==> config.mk <==
export PLATFORM = sky130hd
export DESIGN_NAME = fadder_iterative
export DESIGN_NICKNAME = d
export VERILOG_FILES = /design/src/rtl/fadder_iterative.sv
export SDC_FILE = /design/constraint.sdc
export NUM_CORES = 1
export LEC_CHECK = 0
export CORE_MARGIN = 2
export CORE_UTILIZATION = 50
export DETAILED_ROUTE_END_ITERATION = 16
export PLACE_DENSITY = 0.74
export SLEW_MARGIN = 20
export SYNTH_ARGS = -nofsm -noshare
export SYNTH_HDL_FRONTEND = slang
export SYNTH_SLANG_ARGS = --single-unit
==> constraint.sdc <==
create_clock -name in_Clk -period 3.9 [get_ports in_Clk]
set_clock_uncertainty 0.05 [all_clocks]
set_input_delay 0.78 -clock in_Clk [delete_from_list [all_inputs] [get_ports in_Clk]]
set_output_delay 0.78 -clock in_Clk [all_outputs]
set_load 0.1 [all_outputs]
==> src/rtl/fadder_iterative.sv <==
// Iterative floating-point adder/subtractor: one-bit-per-cycle alignment and
// normalization behind a valid/ready handshake on both sides.
module fadder_iterative #(
  parameter int EXP_W = 5,
  parameter int MAN_W = 10
) (
  input  logic             in_Clk,
  input  logic             in_Reset_N,
  input  logic             in_Valid,
  output logic             out_InReady,
  input  logic             in_Sub,
  input  logic             in_Sign_1,
  input  logic [EXP_W-1:0] in_Exponent_1,
  input  logic [MAN_W-1:0] in_Mantissa_1,
  input  logic             in_Sign_2,
  input  logic [EXP_W-1:0] in_Exponent_2,
  input  logic [MAN_W-1:0] in_Mantissa_2,
  output logic             out_Valid,
  input  logic             in_OutReady,
  output logic             out_Sign,
  output logic [EXP_W-1:0] out_Exponent,
  output logic [MAN_W-1:0] out_Mantissa,
  output logic             out_Overflow,
  output logic             out_Underflow,
  output logic             out_Invalid
);

  localparam int WW    = MAN_W + 4;
  localparam int SW    = MAN_W + 5;
  localparam int CNT_W = $clog2(MAN_W + 5);
  localparam logic [EXP_W-1:0] EXP_MAX = '1;
  localparam logic [MAN_W-1:0] NAN_MAN = {1'b1, {(MAN_W-1){1'b0}}};

  typedef enum logic [2:0] {IDLE, ALIGN, ADD, NORM, DONE} state_e;

  state_e           state_q, state_d;
  logic [CNT_W-1:0] cnt_q, cnt_d;
  logic [EXP_W-1:0] exp_q, exp_d;
  logic [WW-1:0]    bigMan_q, bigMan_d;
  logic [WW-1:0]    smallMan_q, smallMan_d;
  logic             bigSign_q, bigSign_d;
  logic             smallSign_q, smallSign_d;
  logic [SW-1:0]    sum_q, sum_d;
  logic             resSign_q, resSign_d;
  logic [EXP_W-1:0] resExp_q, resExp_d;
  logic [MAN_W-1:0] resMan_q, resMan_d;
  logic             ovf_q, ovf_d;
  logic             unf_q, unf_d;
  logic             inv_q, inv_d;

  logic             sign2Eff;
  logic             zero1, zero2, nan1, nan2, inf1, inf2;
  logic             isNan, isSpecial;
  logic             specSign;
  logic [EXP_W-1:0] specExp;
  logic [MAN_W-1:0] specMan;
  logic             op1Big;
  logic [EXP_W-1:0] expDiff;
  logic [31:0]      diffWide;
  logic [CNT_W-1:0] alignCnt;
  logic [WW-1:0]    man1Ext, man2Ext;

  // Operand classification on the raw inputs, evaluated at the accept edge.
  assign sign2Eff = in_Sign_2 ^ in_Sub;
  assign zero1    = (in_Exponent_1 == '0);
  assign zero2    = (in_Exponent_2 == '0);
  assign nan1     = (in_Exponent_1 == EXP_MAX) && (in_Mantissa_1 != '0);
  assign nan2     = (in_Exponent_2 == EXP_MAX) && (in_Mantissa_2 != '0);
  assign inf1     = (in_Exponent_1 == EXP_MAX) && (in_Mantissa_1 == '0);
  assign inf2     = (in_Exponent_2 == EXP_MAX) && (in_Mantissa_2 == '0);
  assign isNan    = nan1 || nan2 || (inf1 && inf2 && (in_Sign_1 != sign2Eff));
  assign isSpecial = isNan || inf1 || inf2 || zero1 || zero2;

  assign op1Big   = (in_Exponent_1 >= in_Exponent_2);
  assign expDiff  = op1Big ? (in_Exponent_1 - in_Exponent_2) : (in_Exponent_2 - in_Exponent_1);
  assign diffWide = 32'(expDiff);
  assign alignCnt = (diffWide > 32'(WW)) ? CNT_W'(WW) : CNT_W'(diffWide);
  assign man1Ext  = {1'b1, in_Mantissa_1, 3'b000};
  assign man2Ext  = {1'b1, in_Mantissa_2, 3'b000};

  always_comb begin
    specSign = 1'b0;
    specExp  = '0;
    specMan  = '0;
    if (isNan) begin
      specExp = EXP_MAX;
      specMan = NAN_MAN;
    end else if (inf1) begin
      specSign = in_Sign_1;
      specExp  = EXP_MAX;
    end else if (inf2) begin
      specSign = sign2Eff;
      specExp  = EXP_MAX;
    end else if (zero1 && zero2) begin
      specSign = in_Sign_1 & sign2Eff;
    end else if (zero1) begin
      specSign = sign2Eff;
      specExp  = in_Exponent_2;
      specMan  = in_Mantissa_2;
    end else if (zero2) begin
      specSign = in_Sign_1;
      specExp  = in_Exponent_1;
      specMan  = in_Mantissa_1;
    end
  end

  always_ff @(posedge in_Clk or negedge in_Reset_N) begin
    if (!in_Reset_N) begin
      state_q     <= IDLE;
      cnt_q       <= '0;
      exp_q       <= '0;
      bigMan_q    <= '0;
      smallMan_q  <= '0;
      bigSign_q   <= 1'b0;
      smallSign_q <= 1'b0;
      sum_q       <= '0;
      resSign_q   <= 1'b0;
      resExp_q    <= '0;
      resMan_q    <= '0;
      ovf_q       <= 1'b0;
      unf_q       <= 1'b0;
      inv_q       <= 1'b0;
    end else begin
      state_q     <= state_d;
      cnt_q       <= cnt_d;
      exp_q       <= exp_d;
      bigMan_q    <= bigMan_d;
      smallMan_q  <= smallMan_d;
      bigSign_q   <= bigSign_d;
      smallSign_q <= smallSign_d;
      sum_q       <= sum_d;
      resSign_q   <= resSign_d;
      resExp_q    <= resExp_d;
      resMan_q    <= resMan_d;
      ovf_q       <= ovf_d;
      unf_q       <= unf_d;
      inv_q       <= inv_d;
    end
  end

  always_comb begin
    state_d     = state_q;
    cnt_d       = cnt_q;
    exp_d       = exp_q;
    bigMan_d    = bigMan_q;
    smallMan_d  = smallMan_q;
    bigSign_d   = bigSign_q;
    smallSign_d = smallSign_q;
    sum_d       = sum_q;
    resSign_d   = resSign_q;
    resExp_d    = resExp_q;
    resMan_d    = resMan_q;
    ovf_d       = ovf_q;
    unf_d       = unf_q;
    inv_d       = inv_q;

    case (state_q)
      IDLE: begin
        if (in_Valid) begin
          ovf_d = 1'b0;
          unf_d = 1'b0;
          inv_d = 1'b0;
          if (isSpecial) begin
            state_d   = DONE;
            resSign_d = specSign;
            resExp_d  = specExp;
            resMan_d  = specMan;
            inv_d     = isNan;
          end else begin
            // Equal exponents keep op1 as the unshifted operand.
            state_d     = ALIGN;
            cnt_d       = alignCnt;
            exp_d       = op1Big ? in_Exponent_1 : in_Exponent_2;
            bigMan_d    = op1Big ? man1Ext : man2Ext;
            smallMan_d  = op1Big ? man2Ext : man1Ext;
            bigSign_d   = op1Big ? in_Sign_1 : sign2Eff;
            smallSign_d = op1Big ? sign2Eff : in_Sign_1;
          end
        end
      end

      ALIGN: begin
        if (cnt_q != '0) begin
          smallMan_d = smallMan_q >> 1;
          cnt_d      = cnt_q - CNT_W'(1);
        end else begin
          state_d = ADD;
        end
      end

      ADD: begin
        state_d = NORM;
        if (bigSign_q == smallSign_q) begin
          sum_d     = {1'b0, bigMan_q} + {1'b0, smallMan_q};
          resSign_d = bigSign_q;
        end else if (bigMan_q >= smallMan_q) begin
          sum_d     = {1'b0, bigMan_q} - {1'b0, smallMan_q};
          resSign_d = bigSign_q;
        end else begin
          sum_d     = {1'b0, smallMan_q} - {1'b0, bigMan_q};
          resSign_d = smallSign_q;
        end
      end

      NORM: begin
        // Range checks come before shifting so a saturating step costs one extra cycle.
        if (sum_q == '0) begin
          state_d   = DONE;
          resSign_d = 1'b0;
          resExp_d  = '0;
          resMan_d  = '0;
        end else if (exp_q == EXP_MAX) begin
          state_d  = DONE;
          resExp_d = EXP_MAX;
          resMan_d = '0;
          ovf_d    = 1'b1;
        end else if (exp_q == '0) begin
          state_d   = DONE;
          resSign_d = 1'b0;
          resExp_d  = '0;
          resMan_d  = '0;
          unf_d     = 1'b1;
        end else if (sum_q[SW-1]) begin
          sum_d = sum_q >> 1;
          exp_d = exp_q + EXP_W'(1);
        end else if (!sum_q[WW-1]) begin
          sum_d = sum_q << 1;
          exp_d = exp_q - EXP_W'(1);
        end else begin
          state_d  = DONE;
          resExp_d = exp_q;
          resMan_d = sum_q[WW-2:3];
        end
      end

      DONE: begin
        if (in_OutReady) begin
          state_d = IDLE;
        end
      end

      default: state_d = IDLE;
    endcase
  end

  assign out_InReady   = (state_q == IDLE);
  assign out_Valid     = (state_q == DONE);
  assign out_Sign      = out_Valid & resSign_q;
  assign out_Exponent  = out_Valid ? resExp_q : '0;
  assign out_Mantissa  = out_Valid ? resMan_q : '0;
  assign out_Overflow  = out_Valid & ovf_q;
  assign out_Underflow = out_Valid & unf_q;
  assign out_Invalid   = out_Valid & inv_q;

endmodule

**Yosys cells after proc, flatten, opt, wreduce, memory -nomap -nowiden**

Cells that the tools add are included.

- Bits of input ports: 37
- Register bits after elaboration: 76

- Order comparisons: 3
- Mux-type cells: 94
- Add/subtract/negate cells: 8
- Equal/unequal tests: 25
- Reduce and logical (&&, ||, !) cells: 38
- Bitwise operators: 7

Operators with widths:

| cell | count |
|---|---|
| two-way mux 10 bit | 14 |
| two-way mux 5 bit | 23 |
| two-way mux 15 bit | 5 |
| two-way mux 14 bit | 5 |
| case mux 15 bit (2 select lines) | 1 |
| subtractor 14 x 14 -> 15 bit | 2 |
| case mux 14 bit (2 select lines) | 1 |
| two-way mux 3 bit | 9 |
| two-way mux 13 bit | 2 |
| AND reduction 5 bit | 5 |
| two-way mux 1 bit | 22 |
| logical NOT 10 bit | 2 |
| case mux 10 bit (2 select lines) | 1 |
| case mux 5 bit (2 select lines) | 2 |
| nonzero test 10 bit | 2 |
| != test 2 bit (second input constant) | 9 |
| two-way mux 4 bit | 4 |
| adder 14 x 14 -> 15 bit | 1 |
| == test 5 bit (second input constant) | 3 |
| logical NOT 15 bit | 1 |
| logical NOT 5 bit | 3 |
| case mux 3 bit (5 select lines) | 1 |
| greater-or-equal comparator 14 bit | 1 |
| AND reduction 4 bit | 3 |
| 29 further kinds | 53 |

**Longest topological paths before layout**

- Depth in word-level cells: 12
- Gate-level depth with buffers: 14
- Mapped depth without buffers: 11

**Worst setup path after synthesis**

Ideal clock, no wire load.

- Kind: register to register
- Start point: register state_q[1]
- End point: register smallMan_q[10]
- Data arrival time: 3.838 ns
- Path buffers: 3
- Required time: 3.717 ns
- Library setup time: 0.133 ns
- Slack: -0.121 ns
- Cell stages (with the launch flop): 9
- Clock period less this slack: 4.021 ns
- Path through: dfrtp_1 > clkbuf_1 > nor3_1 > and2_1 > clkbuf_1 > a21oi_1 > clkbuf_1 > nand2_1 > o21ai_0

- Word-level cells in the longest chain between the ends: 3

RTL lines:

| item | RTL line | text |
|---|---|---|
| start: declaration | 36 | `state_e state_q, state_d;` |
| start signal: assignment | 124 | `state_q <= state_d;` |
| logical NOT 3 bit * | - |  |
| net out_InReady | 10 | `output logic out_InReady,` |
| != test 2 bit (no line) or nonzero test 2 bit (tied branches) | - |  |
| AND reduction 4 bit (no line) | - |  |
| end signal: assignment | 128 | `smallMan_q <= smallMan_d;` |
| end: declaration | 40 | `logic [WW-1:0] smallMan_q, smallMan_d;` |

Mark *: on every way through the listed nets, which the timed path passes. The rest lies on a longest branch.
A chain may end at the register's enable or synchronous reset.

**Worst setup path in the final report**

- Start point: register bigMan_q[4]
- End point: register sum_q[6]

- Word-level cells in the longest chain between the ends: 4

RTL lines:

| item | RTL line | text |
|---|---|---|
| start: declaration | 39 | `logic [WW-1:0] bigMan_q, bigMan_d;` |
| start signal: assignment | 127 | `bigMan_q <= bigMan_d;` |
| subtractor 14 x 14 -> 15 bit (tied with other cells) | 200 | `sum_d = {1'b0, smallMan_q} - {1'b0, bigMan_q};` |
| two-way mux 15 bit | 196 | `end else if (bigMan_q >= smallMan_q) begin` |
| two-way mux 15 bit * | 193 | `if (bigSign_q == smallSign_q) begin` |
| case mux 15 bit (2 select lines) * | 157 | `case (state_q)` |
| end signal: assignment | 131 | `sum_q <= sum_d;` |
| end: declaration | 43 | `logic [SW-1:0] sum_q, sum_d;` |

Mark *: on every way between the ends. The rest lies on a longest branch, timed or not.

==> metrics <==
status finished clean; routed wire length 17,800 um; first-pass GRT wire length 29,400 um; GRT overflow 0; count of different cell masters after synthesis 76; Area growth, synth to finish 14.4%; Worst-Margin Slew 942 ps; unrepaired setup endpoints after global routing no; hpwl dp 13,600 um; R2R Path End sum_q[6]; Seq pwr share 23.3%; GPL Wtd Cong 0.931; Max-Slew Margin vs Limit 37.2%; sw power 3370 uW; Routed Antenna Nets 0; endpoints failing hold 0; Antenna Diode Count 0; max incr delay on CP 500 ps; # Post-CTS Setup Buffers 0; Logic pwr share 65.0%; Clock Power Share 11.7%; root buffer cell clkbuf_16; Seq/Total Area, Yosys 28.1%; initial antenna violation count 0; syn_nets 889; hold path depth 1; clock buffer depth 2; Mapped Area 6500 um2; TritonCTS clock tree built; DR vias 6,061; I/O pin count 58; Avg Inst Size Synth 8.14 um2; max-cap violation count 0; hold_sp resMan_q[7]; end of the worst hold path resMan_q[7]; Core Area 12,700 um2; end-of-flow core utilization 58.7%; nets 926; asr flop ratio synth 100%; I/O Buffers 57; post-CTS sizing 0; reg2reg setup slack 480 ps; CTS buffer count 9; clk sinks 73; DRC 0; #FFs+latches synth 73; worst-case vdd ir drop 0.404 mV; Critical Path End Type flop; area of the die 13,900 um2; CP Buf/Inv Count 2; global-route usage over all layers 26.1%; Die Ht 118 um; crit path kind flop to flop; CP Data Arrival Time 3590 ps; cell-internal power 3280 uW; post-cts hold buffer count 0; min cycle time layout 3420 ps; R2R cell count 11; prevailing post-synth register cell dfrtp_1; most frequent cells in the layout dfrtp_1, nor2_1, nand2_1; reg2reg start bigMan_q[4]; fin worst setup slack 480 ps; number of synthesized flops with an enable pin 0; largest net degree at the start of global routing 74; critical path's top delay family compound AO/OA/AOI/OAI gates; Crit Path Max Fanout 11; Tcrit/Tclk final 87.7%; Clock Latency Late Sink 350 ps; Slowest-stage cell, CP dfrtp_1; switching share of total power 50.7%; CTS clk-pin slew, worst paths 60 ps; Die X 118 um; commonest non-fill, non-tap cell in the layout dfrtp_1; Synth Warn # 0; startpoint types flop; Setup WS pre-CTS 229 ps; setup TNS 0 ps; Worst Hold Class flop to flop; Fmax 292 MHz; max-slew violation count 0; Cells after Synth 799; final setup fails 0; Crit path required time 4070 ps; layout cells sized above 1 9.39%; Initial Utilization 51.3%; PD cells 895 nW/um2; TritonRoute pass-1 iters 5; htree depth 3; DR vias/cell 5.98; violation count after the first detailed-route iteration 468; number of global-route vias before repair 5,769; Avg WL per Cell 17.6 um; Leak 0.00337 uW; Row Count 41; crit path cell chain inv_1 -> ha_1 -> o21ai_1 -> a22oi_4 -> o311a_4 -> a21boi_2 -> buf_4 -> mux2_4 -> a31oi_1 -> xor2_1 -> o31ai_1
cells in the mapped netlist, types with 5 or more instances:
master,number,area (um2)
nor2_1,72,270
nor4_1,9,56.3
a22o_1,20,175
xnor2_1,14,123
nor3_1,24,120
o21ai_0,34,170
clkbuf_1,29,109
a31oi_1,10,62.6
a21o_1,6,45.0
ha_1,48,601
o21ai_1,32,160
nor2b_1,6,37.5
xor2_1,10,87.6
a21oi_1,68,340
fa_1,5,100
a221oi_1,6,52.6
buf_2,14,70.1
dfrtp_1,73,1830
inv_1,52,195
and2_1,24,150
nand3_1,12,60.1
and3_1,7,43.8
nand2_1,71,267
mux2_1,15,169
mux2i_1,30,300
a22oi_1,12,90.1
a211oi_1,6,45.0
registers in the layout, summed over array words and instances, names as in the netlist, 3 cells and up:
name        count
sum_q          15
smallMan_q     14
bigMan_q       11
resMan_q       10
exp_q           5
resExp_q        5
cnt_q           4
state_q         3
metrics by stage:
stage	instance area (um2)	instances	total power, uW	hold WS [ps]
after floorplan	6500	799	4760	397
after global placement	7160	997	5670	411
after detailed placement	7160	997	5810	423
after CTS	7430	1013	6620	436
after global routing	7440	1013	7230	455
final	7440	1013	6660	429
worst max path at each step:
stage | startpoint | slack [ps] | depth (start not counted) | end
6_report | bigMan_q[4] | 480 | 11 | sum_q[6]
5_1_grt | bigMan_q[4] | 310 | 11 | sum_q[6]
3_5_place_dp | in_Exponent_1[2] | 230 | 11 | cnt_q[0]
3_3_place_gp | in_Exponent_1[2] | 320 | 11 | cnt_q[0]
2_1_floorplan | state_q[0] | 330 | 4 | out_Mantissa[0]
4_1_cts | bigMan_q[4] | 510 | 11 | sum_q[6]
cell type report:
class                   instances  area [um2]
repair buffers                 77         663
flip-flops and latches         73        1830
well taps                     172         215
clock inverters                 6        42.5
inverters                      52         195
multi-input cells             623        4260
clock buffers                  10         229
fillers                      1125        5240
per-layer routing:
| layer | global-route usage, % | wire length (um) | up-vias |
|---|---|---|---|
| li1 | - | - | 2913 |
| met1 | 35.9 | 8170 | 2887 |
| met2 | 39.8 | 8010 | 223 |
| met3 | 6.35 | 1170 | 38 |
| met4 | 9.56 | 470 | 0 |
| met5 | 0 | 0 | - |
power groups by stage:
| stage | logic [uW] | clock network, uW | registers [uW] |
|---|---|---|---|
| 3_3_place_gp | 4150 | 0 | 1530 |
| 6_report | 4330 | 778 | 1550 |
| 5_1_grt | 4790 | 831 | 1610 |
| 4_1_cts | 4280 | 795 | 1540 |
| 2_1_floorplan | 3400 | 0 | 1360 |
| 3_5_place_dp | 4260 | 0 | 1550 |
logic make-up (layout without fill, tap and decap cells):
logic type | after synthesis | in the layout | synth area share [%]
AO/OA/AOI/OAI | 240 | 240 | 24.2
multiplexers | 48 | 48 | 7.80
XOR/XNOR | 24 | 24 | 3.23
flip-flops | 73 | 73 | 28.1
buffers and inverters | 103 | 145 | 6.62
AND/OR/NAND/NOR | 258 | 258 | 19.2
adder cells (fa/ha/maj) | 53 | 53 | 10.8
worst reg2reg max path, cell delays in order (launching register included):
cell and delay, ps:
dfrtp_1 500, inv_1 140, ha_1 420, o21ai_1 250, a22oi_4 130, o311a_4 350, a21boi_2 310, buf_4 270
mux2_4 310, a31oi_1 180, xor2_1 280, o31ai_1 100
Note: power is estimated with default switching activity, not from simulation.
